**src/rtl/door_ctrl_pkg.sv**
```systemverilog
// Shared encodings for the door controller: game-state values and door FSM states.
package door_ctrl_pkg;

  typedef enum logic [3:0] {
    GS_TITLE    = 4'd0,
    GS_STAFF    = 4'd1,
    GS_STAGE1   = 4'd2,
    GS_SUCCESS1 = 4'd3,
    GS_STAGE2   = 4'd4,
    GS_SUCCESS2 = 4'd5,
    GS_STAGE3   = 4'd6,
    GS_SUCCESS3 = 4'd7,
    GS_FAIL     = 4'd8
  } game_state_e;

  typedef enum logic [2:0] {
    DOOR_IDLE      = 3'd0,
    DOOR_LOCKED    = 3'd1,
    DOOR_UNLOCKING = 3'd2,
    DOOR_OPEN      = 3'd3,
    DOOR_DONE      = 3'd4
  } door_state_e;

  function automatic logic is_play_stage(input logic [3:0] s);
    return (s == GS_STAGE1) || (s == GS_STAGE2) || (s == GS_STAGE3);
  endfunction

endpackage

```
**src/rtl/door_anim_timer.sv**
```systemverilog
// Unlock animation pacing: counts frame ticks per step and steps per sequence.
module door_anim_timer #(
  parameter int unsigned FRAMES_PER_STEP = 8,
  parameter int unsigned NUM_STEPS       = 4
) (
  input  logic       clk,
  input  logic       rst_n,
  input  logic       clr,
  input  logic       en,
  input  logic       frame_tick,
  output logic [1:0] step,
  output logic       done
);

  localparam int unsigned FCW = (FRAMES_PER_STEP > 1) ? $clog2(FRAMES_PER_STEP) : 1;

  logic [FCW-1:0] frame_cnt_q, frame_cnt_d;
  logic [1:0]     step_q, step_d;
  logic           last_frame, last_step;

  always_comb begin
    last_frame  = (frame_cnt_q == FCW'(FRAMES_PER_STEP - 1));
    last_step   = (step_q == 2'(NUM_STEPS - 1));
    frame_cnt_d = frame_cnt_q;
    step_d      = step_q;
    done        = 1'b0;
    if (clr) begin
      frame_cnt_d = '0;
      step_d      = '0;
    end else if (en && frame_tick) begin
      if (last_frame) begin
        frame_cnt_d = '0;
        // Wrap to zero on completion so the next unlock starts clean
        if (last_step) begin
          step_d = '0;
          done   = 1'b1;
        end else begin
          step_d = step_q + 2'd1;
        end
      end else begin
        frame_cnt_d = frame_cnt_q + FCW'(1);
      end
    end
  end

  always_ff @(posedge clk) begin
    if (!rst_n) begin
      frame_cnt_q <= '0;
      step_q      <= '0;
    end else begin
      frame_cnt_q <= frame_cnt_d;
      step_q      <= step_d;
    end
  end

  assign step = step_q;

endmodule

```
**src/rtl/door_ctrl.sv**
```systemverilog
// Door sprite sequencer: lock/key tracking, frame-paced unlock animation, exit pulse.
// Optional deny blink indicator enabled by defining DOOR_DENY_BLINK_EN.
module door_ctrl
  import door_ctrl_pkg::*;
#(
  parameter int unsigned FRAMES_PER_STEP = 8,
  parameter int unsigned NUM_STEPS       = 4,
  parameter int unsigned DENY_FRAMES     = 30
) (
  input  logic       clk,
  input  logic       rst_n,
  input  logic [3:0] state,
  input  logic       frame_tick,
  input  logic       key_get,
  input  logic       at_door,
  input  logic       use_btn,
  output logic       isLocked,
  output logic [1:0] door_frame,
  output logic       door_open,
  output logic       stage_done,
  output logic       deny_flash
);

  if (NUM_STEPS == 0 || NUM_STEPS > 4 || FRAMES_PER_STEP == 0 || DENY_FRAMES == 0) begin : g_bad_cfg
    $error("door_ctrl: invalid parameter set");
  end

  door_state_e fsm_q, fsm_d;
  logic [3:0]  prev_state_q;
  logic        has_key_q, has_key_d;
  logic        stage_done_q, stage_done_d;
  logic        stage_chg, at_use;
  logic        tmr_done;
  logic [1:0]  tmr_step;

  assign stage_chg = (state != prev_state_q);
  assign at_use    = use_btn & at_door;

  door_anim_timer #(
    .FRAMES_PER_STEP(FRAMES_PER_STEP),
    .NUM_STEPS      (NUM_STEPS)
  ) u_timer (
    .clk       (clk),
    .rst_n     (rst_n),
    .clr       (stage_chg),
    .en        (fsm_q == DOOR_UNLOCKING),
    .frame_tick(frame_tick),
    .step      (tmr_step),
    .done      (tmr_done)
  );

  always_comb begin
    fsm_d        = fsm_q;
    has_key_d    = has_key_q;
    stage_done_d = 1'b0;
    if (stage_chg) begin
      has_key_d = 1'b0;
      fsm_d     = is_play_stage(state) ? DOOR_LOCKED : DOOR_IDLE;
    end else begin
      case (fsm_q)
        DOOR_LOCKED: begin
          if (key_get) has_key_d = 1'b1;
          // Registered has_key is used, so a same-cycle pickup still denies
          if (at_use && has_key_q) begin
            fsm_d     = DOOR_UNLOCKING;
            has_key_d = 1'b0;
          end
        end
        DOOR_UNLOCKING: if (tmr_done) fsm_d = DOOR_OPEN;
        DOOR_OPEN: begin
          if (at_use) begin
            stage_done_d = 1'b1;
            fsm_d        = DOOR_DONE;
          end
        end
        default: ;
      endcase
    end
  end

  always_ff @(posedge clk) begin
    if (!rst_n) begin
      fsm_q        <= DOOR_IDLE;
      prev_state_q <= '0;
      has_key_q    <= 1'b0;
      stage_done_q <= 1'b0;
    end else begin
      fsm_q        <= fsm_d;
      prev_state_q <= state;
      has_key_q    <= has_key_d;
      stage_done_q <= stage_done_d;
    end
  end

  always_comb begin
    isLocked   = 1'b1;
    door_open  = 1'b0;
    door_frame = '0;
    case (fsm_q)
      DOOR_UNLOCKING: door_frame = tmr_step;
      DOOR_OPEN, DOOR_DONE: begin
        isLocked   = 1'b0;
        door_open  = 1'b1;
        door_frame = 2'(NUM_STEPS - 1);
      end
      default: ;
    endcase
  end

  assign stage_done = stage_done_q;

`ifdef DOOR_DENY_BLINK_EN
  localparam int unsigned DCW = ($clog2(DENY_FRAMES + 1) > 3) ? $clog2(DENY_FRAMES + 1) : 3;

  logic [DCW-1:0] deny_cnt_q, deny_cnt_d;
  logic           deny_evt;

  assign deny_evt = !stage_chg && (fsm_q == DOOR_LOCKED) && at_use && !has_key_q;

  always_comb begin
    deny_cnt_d = deny_cnt_q;
    if (stage_chg)                           deny_cnt_d = '0;
    else if (deny_evt)                       deny_cnt_d = DCW'(DENY_FRAMES);
    else if (frame_tick && deny_cnt_q != '0) deny_cnt_d = deny_cnt_q - DCW'(1);
  end

  always_ff @(posedge clk) begin
    if (!rst_n) deny_cnt_q <= '0;
    else        deny_cnt_q <= deny_cnt_d;
  end

  assign deny_flash = (deny_cnt_q != '0) & deny_cnt_q[2];
`else
  assign deny_flash = 1'b0;
`endif

endmodule

```
**config.mk**
```make
export PLATFORM = sky130hd
export DESIGN_NAME = door_ctrl
export DESIGN_NICKNAME = d
export VERILOG_FILES = /design/src/rtl/door_ctrl_pkg.sv /design/src/rtl/door_anim_timer.sv /design/src/rtl/door_ctrl.sv
export SDC_FILE = /design/constraint.sdc
export NUM_CORES = 1
export LEC_CHECK = 0
export ABC_AREA = 1
export CORE_UTILIZATION = 49
export CTS_CLUSTER_DIAMETER = 200
export CTS_CLUSTER_SIZE = 8
export DETAILED_ROUTE_END_ITERATION = 10
export PLACE_DENSITY = 0.78
export SLEW_MARGIN = 40
export SYNTH_ARGS = -nofsm -noshare
export SYNTH_HDL_FRONTEND = slang
export SYNTH_SLANG_ARGS = --single-unit
```
**constraint.sdc**
```tcl
create_clock -name clk -period 1.5 [get_ports clk]
set_input_delay 0.45 -clock clk [delete_from_list [all_inputs] [get_ports clk]]
set_output_delay 0.45 -clock clk [all_outputs]
set_load 0.005 [all_outputs]
```
=== Word level (Yosys, flattened, before mapping) ===
Index checks and enable logic that the tools add are counted.

* Flip-flop bits (word level): 14
* Word-level logic and storage cells: 54
* Input port bits: 10

* $add $sub $neg: 2
* Mux-type cells: 18
* Bitwise logic cells: 3
* Reduce and logical (&&, ||, !) cells: 12
* Equality and inequality tests: 13

{| class="wikitable"
|+ Operator list
! kind !! number
|-
| $mux 3 || 5
|-
| $mux 1 || 10
|-
| $ne 3x3->1 const B || 3
|-
| $pmux 3 s3 || 1
|-
| $eq 4x3->1 const B || 2
|-
| $eq 3x2->1 const B || 2
|-
| $eq 3x3->1 const B || 2
|-
| $eq 4x2->1 const B || 1
|-
| $ne 4x4->1 || 1
|-
| $pmux 2 s2 || 1
|-
| $reduce_and 2->1 || 2
|-
| $reduce_and 4->1 || 1
|-
| $reduce_bool 4->1 || 1
|-
| $reduce_or 2->1 || 2
|-
| $add 3x1->3 const B || 1
|-
| $eq 3x1->1 const B || 1
|-
| $reduce_or 3->1 || 1
|-
| $add 2x1->2 const B || 1
|-
| $eq 2x2->1 const B || 1
|-
| $logic_and 1x1->1 || 2
|-
| $logic_or 1x1->1 || 2
|-
| $mux 2 || 1
|-
| $not 1->1 || 2
|-
| $reduce_bool 2->1 || 1
|-
| $and 1x1->1 || 1
|}

=== Depth between registers and ports, before layout ===
* Word-level depth: 8
* Mapped depth: 11
* Gate-level depth less buffers: 11

=== By module ===
A second synthesis with hierarchy kept.

* Cells, all modules: 125
* Area total of the unflattened synthesis: 819.5 um^2

{| class="wikitable"
|+ Modules (own cells, without submodules)
! module !! area an instance (um^2) !! instances !! cells each
|-
| door_ctrl || 546.8 || 1 || 88
|-
| door_anim_timer || 272.8 || 1 || 37
|}

=== Worst setup path after synthesis ===
Ideal clock, no wire load.

* Kind: register to output
* Start: register fsm_q[2]
* End: output door_frame[0]
* Stages on the path, launching flop included: 6
* Data arrival time: 935 ps
* Path slack: 115 ps
* Data required time: 1050 ps
* Buffers on the path: 0
* Path through: dfxtp_1 inv_1 nand2_2 nor2_1 a21oi_1 o21ai_0

* Longest elaborated chain between the ends: 3

{| class="wikitable"
|+ Ends and longest elaborated chain
! what !! RTL line !! text
|-
| from (decl) || door_ctrl.sv:28 || <nowiki>door_state_e fsm_q, fsm_d;</nowiki>
|-
| from (signal assigned) || door_ctrl.sv:88 || <nowiki>fsm_q <= fsm_d;</nowiki>
|-
| $eq 3x2->1 or $eq 3x3->1 (tied branches) || door_ctrl.sv:99 || <nowiki>case (fsm_q)</nowiki>
|-
| $reduce_or 2->1 || door_ctrl.sv:99 ||
|-
| $pmux 2 s2 (*) || door_ctrl.sv:99 ||
|-
| to (decl) || door_ctrl.sv:18 || <nowiki>output logic [1:0] door_frame,</nowiki>
|}

Every way passes the cells marked *; elsewhere a longest branch is shown, timed or not.

=== Worst setup path in the final report ===
Ends and elaborated chain as after synthesis.

==> reports/qor.yml <==
cts_hold_buf: 0
synth_edf_count: 0
finalCoreUtilization_pct: 80.1
grt_first_pass_wirelength_mm: 3.16
drt_pre_antenna_iters: 4
fin_nets: 172
syn_inst: 120
grt_use_met1_pct: 26.1
root_buffer: "sky130_fd_sc_hd__clkbuf_4"
grt-busiest-layer: "met2"
route.antenna.remaining_nets: 0
finalHoldViolCount: 0
yosys.cell_count.top_type: "sky130_fd_sc_hd__nand2_1"
timing_worst_setup_path_type: "flip-flop to primary output"
groute.layer.met2.usage_pct: 43.7
grt_remaining_overflow: 0
global_route.usage.total_pct: 23.5
final_max_slew_viol_count: 0
hold_path_class: "flip-flop to flip-flop"
violations_in_the_final_reports: "negative setup slack"
rows: 14
pin_count_of_the_biggest_net_entering_global_routing: 9
yosys.cell_types.count: 24
async_reset_ff_share_pct: 0
syn-cell-area_sq_um: 795
antenna_found_initial: 0
numPortBuffers: 14
gp_congestion: 0.785
yosysWarnings: 0
worst_hold_path.endpoint: "u_timer.frame_cnt_q[1]"
first_global_vias: 794
synth_top_flop_cell: "sky130_fd_sc_hd__dfxtp_1"
rr_startpoint: "u_timer.frame_cnt_q[0]"
dp_hpwl_mm: 1.37
period_share_pct: 115
power_w: 0.000850
antenna_cells: 0
insertion_delay_ps: 280
period_needed_ps: 1730
fp.dieW_microns: 42.3
ctsLongestPathBuffers: 2
netlist.top_cell.by_area: "sky130_fd_sc_hd__dfxtp_1"
avgViaCountPerCell: 4.80
maxClockFrequency_ghz: 0.579
end_kind: "primary output"
met3_track_demand_over_resource_in_global_routing_pct: 3.88
critPathMaxFanout: 3
rsz0062_at_grt: "yes"
post-route-worst-setup-slack_ps: -227
reg2regPathDepth: 9
static-leakage-power_nw: 0.635
dp_worst_setup_slack_ps: -418
ys_top_cells_by_area: "sky130_fd_sc_hd__dfxtp_1 (35%), sky130_fd_sc_hd__nand2_1 (17%), sky130_fd_sc_hd__inv_1 (8.5%)"
die_h_microns: 42.3
final_setup_vio_count: 4
arrival_ps: 1280
setup.worst_path.start_class: "flip-flop"
clk_pin_slew_ps: 90
vdd.ir_drop.worst_mv: 0.626
yosysSeqAreaShare_pct: 35.3
fp.dieArea_sq_um: 1790
regToRegSetupSlack_ps: 90
tritoncts_sinks: 14
timing.clock.skew_ps: 1.60
p_per_area_nw_per_um2: 704
mean_routed_wirelength_per_cell_microns: 12.1
initial_core_util_pct: 52.7
initialDrtViolationCount: 15
clock_buffer_count_from_cts: 3
placeableCoreArea_sq_um: 1510
holdPathStages: 2
ys_seq_elements: 14
yosys-top-cells-count: "sky130_fd_sc_hd__nand2_1 (37), sky130_fd_sc_hd__inv_1 (18), sky130_fd_sc_hd__nor2_1 (15), sky130_fd_sc_hd__dfxtp_1 (14)"
holdCritStartpoint: "u_timer.frame_cnt_q[1]"
htreeDepth: 1
postRouteWirelength_mm: 2.11
cts_tree: "built"
outcome: "complete, but fails checks"
syn_nets: 133
design.portCount: 16
area_growth_pct: 52.0
max_cap_violations: 0
final_layout_size_suffix_gt1_share_pct: 39.2
yosysTopAreaCellShare_pct: 35.3
worst_ep_required_time_ps: 1050
post-route-drc-count: 0
mean_area_per_synthesized_cell_sq_um: 6.62
timing.rr.end: "fsm_q[0]"
vias: 836
==> critical path: stages (launching register included) <==
cell and delay (ps):
sky130_fd_sc_hd__dfxtp_2 360, sky130_fd_sc_hd__inv_4 50, sky130_fd_sc_hd__nand2_4 80, sky130_fd_sc_hd__nor2_4 40, sky130_fd_sc_hd__a21oi_2 150, sky130_fd_sc_hd__buf_4 150
sky130_fd_sc_hd__o21ai_2 50, sky130_fd_sc_hd__buf_2 120
==> placed cells by master, fill, tap and decap left out, drive strengths merged <==
master	Yosys	routed
nand2	41	41
buf	2	26
inv	23	23
nor2	19	19
dfxtp	14	14
a21oi	5	5
clkdlybuf4s50	0	4
clkbuf	0	4
dlygate4sd2	0	3
o21ai	3	3
ha	3	3
clkdlybuf4s15	0	2
nor3	2	2
a211oi	2	2
nor3b	1	1
and3b	1	1
nand3b	1	1
nand4	1	1
nand3	1	1
conb	1	1
dlymetal6s2s	0	1
==> how the worst max path moves through the flow <==
| stage | startpoint | endpoint | slack, ps | cells past startpoint |
|---|---|---|---|---|
| floorplan | fsm_q[2] | door_frame[0] | 120 | 5 |
| global placement | fsm_q[2] | door_frame[0] | -380 | 6 |
| detailed placement | fsm_q[2] | door_frame[0] | -420 | 6 |
| CTS | fsm_q[2] | door_frame[1] | -210 | 7 |
| global route | fsm_q[2] | door_frame[1] | -280 | 7 |
| finish | fsm_q[2] | door_frame[0] | -230 | 7 |
==> cells by family (layout without fill, tap and decap cells) <==
group                    count (synthesis)  in the layout  share of synthesized area, %
adder cells (fa/ha/maj)                  3              3                          4.72
AND/OR/NAND/NOR                         67             67                          40.2
other                                    1              1                         0.472
flip-flops                              14             14                          35.3
AO/OA/AOI/OAI                           10             10                          6.93
buffers and inverters                   25             63                          12.4
==> power breakdown <==
| group | internal (W) | total [W] | leakage, nW | switching (W) |
|---|---|---|---|---|
| Clock | 0.000148 | 0.000278 | 0.0210 | 0.000130 |
| Combinational | 0.0000892 | 0.000182 | 0.498 | 0.0000923 |
| Sequential | 0.000383 | 0.000390 | 0.117 | 0.00000744 |
==> state kept, by name, summed over array words and instances (netlist names) <==
name	cells
has_key_q	1
u_timer.frame_cnt_q	3
u_timer.step	2
prev_state_q	4
stage_done	1
fsm_q	3
==> area by class of cell <==
cell class / instances / area (sq um)
multi-input combinational: 81 / 479
fill: 106 / 299
timing repair buffer: 36 / 297
sequential: 14 / 287
inverter: 23 / 88.8
clock buffer: 4 / 36.3
tap: 16 / 20.0
==> repair_timing <==
action	CTS	global route
setup buffers	4	0
endpoints found under the setup margin	14	7
gates resized for setup	36	16
pin swaps	5	4
==> per-layer routing <==
metal	wire length (microns)	part of all wire [%]
met1	869	41
met2	1160	55
met3	52	2.5
met4	31	1.5
met5	0	0
==> stage by stage <==
stage / hold slack [ps] / std cells / setup TNS (ps) / instance area [sq um]
after global routing: 491 / 174 / -1070 / 1210
after global placement: 457 / 166 / -4350 / 1080
after CTS: 476 / 174 / -713 / 1160
after detailed placement: 466 / 166 / -4920 / 1080
after floorplan: 443 / 120 / 0 / 795
final: 474 / 174 / -810 / 1210
(Power assumes the default switching activity.)
==> edit 1, RTL diff (same settings) <==
Register the inputs `state`, `key_get`, `at_door` and `use_btn` before use, cleared by the reset. The logic sees them one clock later. The other inputs are not delayed to match.
--- a/src/rtl/door_ctrl.sv
+++ b/src/rtl/door_ctrl.sv
@@ -21,6 +21,25 @@
   output logic       deny_flash
 );
 
+  logic [3:0] state_q;
+  logic key_get_q;
+  logic at_door_q;
+  logic use_btn_q;
+
+  always_ff @(posedge clk) begin
+    if (!rst_n) begin
+      state_q   <= '0;
+      key_get_q <= '0;
+      at_door_q <= '0;
+      use_btn_q <= '0;
+    end else begin
+      state_q   <= state;
+      key_get_q <= key_get;
+      at_door_q <= at_door;
+      use_btn_q <= use_btn;
+    end
+  end
+
   if (NUM_STEPS == 0 || NUM_STEPS > 4 || FRAMES_PER_STEP == 0 || DENY_FRAMES == 0) begin : g_bad_cfg
     $error("door_ctrl: invalid parameter set");
   end
@@ -33,8 +52,8 @@
   logic        tmr_done;
   logic [1:0]  tmr_step;
 
-  assign stage_chg = (state != prev_state_q);
-  assign at_use    = use_btn & at_door;
+  assign stage_chg = (state_q != prev_state_q);
+  assign at_use    = use_btn_q & at_door_q;
 
   door_anim_timer #(
     .FRAMES_PER_STEP(FRAMES_PER_STEP),
@@ -55,11 +74,11 @@
     stage_done_d = 1'b0;
     if (stage_chg) begin
       has_key_d = 1'b0;
-      fsm_d     = is_play_stage(state) ? DOOR_LOCKED : DOOR_IDLE;
+      fsm_d     = is_play_stage(state_q) ? DOOR_LOCKED : DOOR_IDLE;
     end else begin
       case (fsm_q)
         DOOR_LOCKED: begin
-          if (key_get) has_key_d = 1'b1;
+          if (key_get_q) has_key_d = 1'b1;
           // Registered has_key is used, so a same-cycle pickup still denies
           if (at_use && has_key_q) begin
             fsm_d     = DOOR_UNLOCKING;
@@ -86,7 +105,7 @@
       stage_done_q <= 1'b0;
     end else begin
       fsm_q        <= fsm_d;
-      prev_state_q <= state;
+      prev_state_q <= state_q;
       has_key_q    <= has_key_d;
       stage_done_q <= stage_done_d;
     end
Behaviour: no difference found for any inputs over 10 cycles, from zero or initial values and one cycle with rst_n low; that may be too few to reach the edited logic, so the function may still have changed.
==> edit 1 against the original RTL <==
- the flow still finishes with violations (setup timing)
- setup slack gained 0.040 ns
- maximum frequency grew 2.4%
- design area grew 10%
- largest power group unchanged
- global-route usage shrank 2.3 points
- power grew 11%
- sequential cell count grew 7
- register-to-register slack lost 0.07 ns
- routed wire length shrank 4.1%
- hold slack lost 0.024 ns
- area after synthesis grew 19%
- first-iteration DRC count grew 6.7%
==> edit 1: results (changes against the original RTL) <==
** Final layout
- The area fraction of clock buffers and clock inverters came to 1.97% (-1.0 points).
- In the final layout, the registers with the most flip-flops are prev_state_q x4, state_q x4.
- Final cell utilization of the core :: 75.5% (-4.6 points)
- The final standard cell count with taps included and fillers excluded is 195 (+12%).
- Layout cell share with drive strength beyond 1 :: 28.8% (-10 points)
- The number of non-clock inverters in the layout came to 28 (+22%).
- Sequential portion of the cell area :: 32.2% (+8.5 points)
- #MultiIn Comb :: 88 (+8.6%)
- The final net count came to 184 (+7.0%).
- The number of fill cells in the layout is 152 (+43%).

** Setup path
- In this run the critical register-to-register path is captured at fsm_q[1]$_SDFFE_PN0P_.
- The worst endpoint data arrival time was 1.24 ns (-0.04 ns).
- CP peak stage delay :: 0.34 ns (-0.02 ns)
- Depth of the worst register-to-register path :: 7 (-2)
- Minimum setup slack among reg-to-reg paths :: 0.02 ns (-0.07 ns)

** Timing
- The final hold slack was 0.450 ns (-0.0242 ns).
- Final worst slack :: -0.187 ns (+0.0397 ns)
- The final setup violation count was 4 (unchanged).
- Largest clock skew in the final design :: 0.00260 ns (+0.000997 ns)
- Setup TNS Final :: -0.663 ns (+0.146 ns)

** Hold path
- Startpoint of the tightest hold check path :: state_q[2]$_SDFF_PN0_
- The path with the worst hold slack has its endpoint at prev_state_q[2]$_SDFF_PN0_.

** Pwr
- The net switching share of the total power is 23.6% (-3.4 points).
- The sequential power came to 0.583 mW (+49%).
- The portion of total power attributed to the clock network came to 28.3% (-4.4 points).
- The power per cell area came to 710 mW/mm2 (+0.94%).
- Worst IR Drop VDD :: 0.000451 V (-28%)
- Leakage power summed over all cells :: 0.657 nW (+3.4%)

** Global route
- The via count of the first global-routing pass came to 801 (+0.88%).
- The largest net degree at the start of global routing is 13 (+4).
- Total Routing Usage GR :: 21.2% (-2.3 points)

** Placement
- Half-perimeter wire length after placement :: 1390 um (+1.6%)
- DP Worst Slack :: -0.242 ns (+0.176 ns)
- The count of placed standard cells including taps came to 185 (+11%).
- The cell area after placement came to 0.00118 mm2 (+9.2%).

** Clock network
- Clk sink count :: 21 (+7)
- Post-CTS sizing :: 27 (-25%)
- The register clock-pin slew on the reported worst setup and hold paths was 0.11 ns (+0.02 ns).
- The clock latency at the later pin of the worst-skew pair was 0.30 ns (+0.02 ns).

** Run status
- The flow ran to the end, but the final reports show violations.
- The checks that failed: setup timing.

** Drt
- The starting DRC count in detailed routing came to 16 (+1).
- The total via count in the routed design was 887 (+6.1%).

** Yosys
- Distinct cells, synth :: 21 (-13%)
- The number of nets produced by synthesis was 152 (+14%).
- By area the synthesized netlist is led by sky130_fd_sc_hd__dfxtp_1 44%, sky130_fd_sc_hd__nand2_1 17%, sky130_fd_sc_hd__inv_1 9.9%.
- The synthesized-area fraction occupied by adder cells is 3.96% (-0.77 points).

** Floorplanning
- The area of the core is 0.00176 mm2 (+17%).
## edit 1: changes by cell type in the layout (fill, tap and decap cells not counted), moves of 3 or more
cell	unedited run	this run
sky130_fd_sc_hd__dfxtp_1	9	16
sky130_fd_sc_hd__clkdlybuf4s50_1	4	9
sky130_fd_sc_hd__a21oi_1	4	7
sky130_fd_sc_hd__inv_1	16	23
sky130_fd_sc_hd__nand2_1	34	41
sky130_fd_sc_hd__buf_4	22	14
## edit 1: worst reg2reg max path: cells and delay by family, from the launching register on
kind | cells | cell delay [ns]
fa+ha+maj | 2 | 0.26
compound gates | 2 | 0.34
flops | 1 | 0.38
simple gates | 3 | 0.44
## edit 1: per-layer routing
| layer | track usage [%] | vias up | share of wire (%) |
|---|---|---|---|
| li1 | - | 474 | - |
| met1 | 22.4 | 398 | 40 |
| met2 | 38.6 | 10 | 56 |
| met3 | 4.76 | 5 | 1.7 |
| met4 | 10.6 | 0 | 2.1 |
| met5 | 0 | - | 0 |
==> edit 2, RTL diff (same flow settings) <==
Made on the original files. The option `DOOR_DENY_BLINK_EN` is turned on by a define.
--- a/src/rtl/door_ctrl.sv
+++ b/src/rtl/door_ctrl.sv
@@ -1,5 +1,7 @@
 // Door sprite sequencer: lock/key tracking, frame-paced unlock animation, exit pulse.
 // Optional deny blink indicator enabled by defining DOOR_DENY_BLINK_EN.
+`define DOOR_DENY_BLINK_EN
+
 module door_ctrl
   import door_ctrl_pkg::*;
 #(
Formal check against the unedited RTL: not equivalent (a bounded check fails within 4 cycles, from zero or initial values and one cycle with rst_n low).
==> edit 2 against the original RTL <==
- the flow still finishes with violations (setup timing)
- power is 21% higher
- design area is 45% higher
- area after synthesis is 47% higher
- hold slack better by 0.021 ns
- routed wire length is 66% higher
- clock skew is 0.0075 ns higher
- setup slack worse by 0.023 ns
- sequential cell count is 5 higher
- via count is 49% higher
- largest cell class unchanged
==> edit 2: results (changes against the original RTL) <==
** Hold path
- Startpoint of the tightest hold check path :: deny_cnt_q[0]$_SDFFE_PP0P_

** Run status
- The run finished, with violations left.
- Failing checks :: setup timing

** Final layout
- #MultiIn Comb :: 106 (+31%)
- The sequential cell count came to 19 (+5).
- Multi-input logic portion of the cell area :: 41.6% (+1.9 points)
- Non-clock inverter total of the final layout :: 37 (+61%)
- Compared with the post-synthesis result, the final layout area differs by 50.2%.
- The area fraction of clock buffers and clock inverters is 1.50% (-1.5 points).

** Yosys
- Top cells by instance count after synthesis :: 43 x sky130_fd_sc_hd__nand2_1, 31 x sky130_fd_sc_hd__inv_1, 19 x sky130_fd_sc_hd__dfxtp_1
- The number of nets produced by synthesis came to 178 (+34%).
- The synthesized area divided by synthesized cell count came to 7.10 um2 (+7.3%).
- The unique cell type count in the Yosys netlist is 30 (+25%).
- Portion of the post-synthesis area used by sequential elements :: 32.7% (-2.6 points)

** Drt
- The post-detailed-route via-to-cell ratio was 5.07 (+5.4%).
- Wire length per cell after detailed routing :: 14.2 um (+17%)
- Detailed-routed wire length on met3 :: 113 um (+120%)
- Wl on met1 :: 1340 um (+54%)

** Global route
- The wire length of the first global-routing pass is 5260 um (+67%).
- Total Routing Usage GR :: 27.7% (+4.2 points)

** Setup path
- In this design, the largest share of critical-path delay is due to buffers and inverters.

** Placement
- The count of placed standard cells including taps is 226 (+36%).
- Total of buffers placed on input and output ports :: 15 (+1)

** Floorplanning
- Die Width :: 50.8 um (+20%)

** Timing
- The final setup violation count was 7 (+3).
- Final worst slack :: -0.250 ns (-0.0232 ns)
==> edit 2: path summary, 6_finish.rpt <==
kind	end	slack, ns	cells past startpoint
max reg2reg	fsm_q[1]$_SDFFE_PN0P_	-0.14	13
min reg2reg	deny_cnt_q[0]$_SDFFE_PP0P_	0.50	2
min	deny_cnt_q[0]$_SDFFE_PP0P_	0.50	2
max	door_frame[0]	-0.25	8
==> edit 2: timing repair <==
| action | CTS | global route |
|---|---|---|
| pin swaps | 10 | 13 |
| hold buffers | 0 | 0 |
| endpoints found under the setup margin | 12 | 17 |
| buffers inserted | 18 | 3 |
| resized for setup | 41 | 29 |
==> edit 2: cells by family after synthesis <==
logic type      synth area share [%]
compound gates                  10.7
xor+xnor                       0.752
fa+ha+maj                       4.30
buf+inv                         12.8
flops                           32.7
simple gates                    38.8
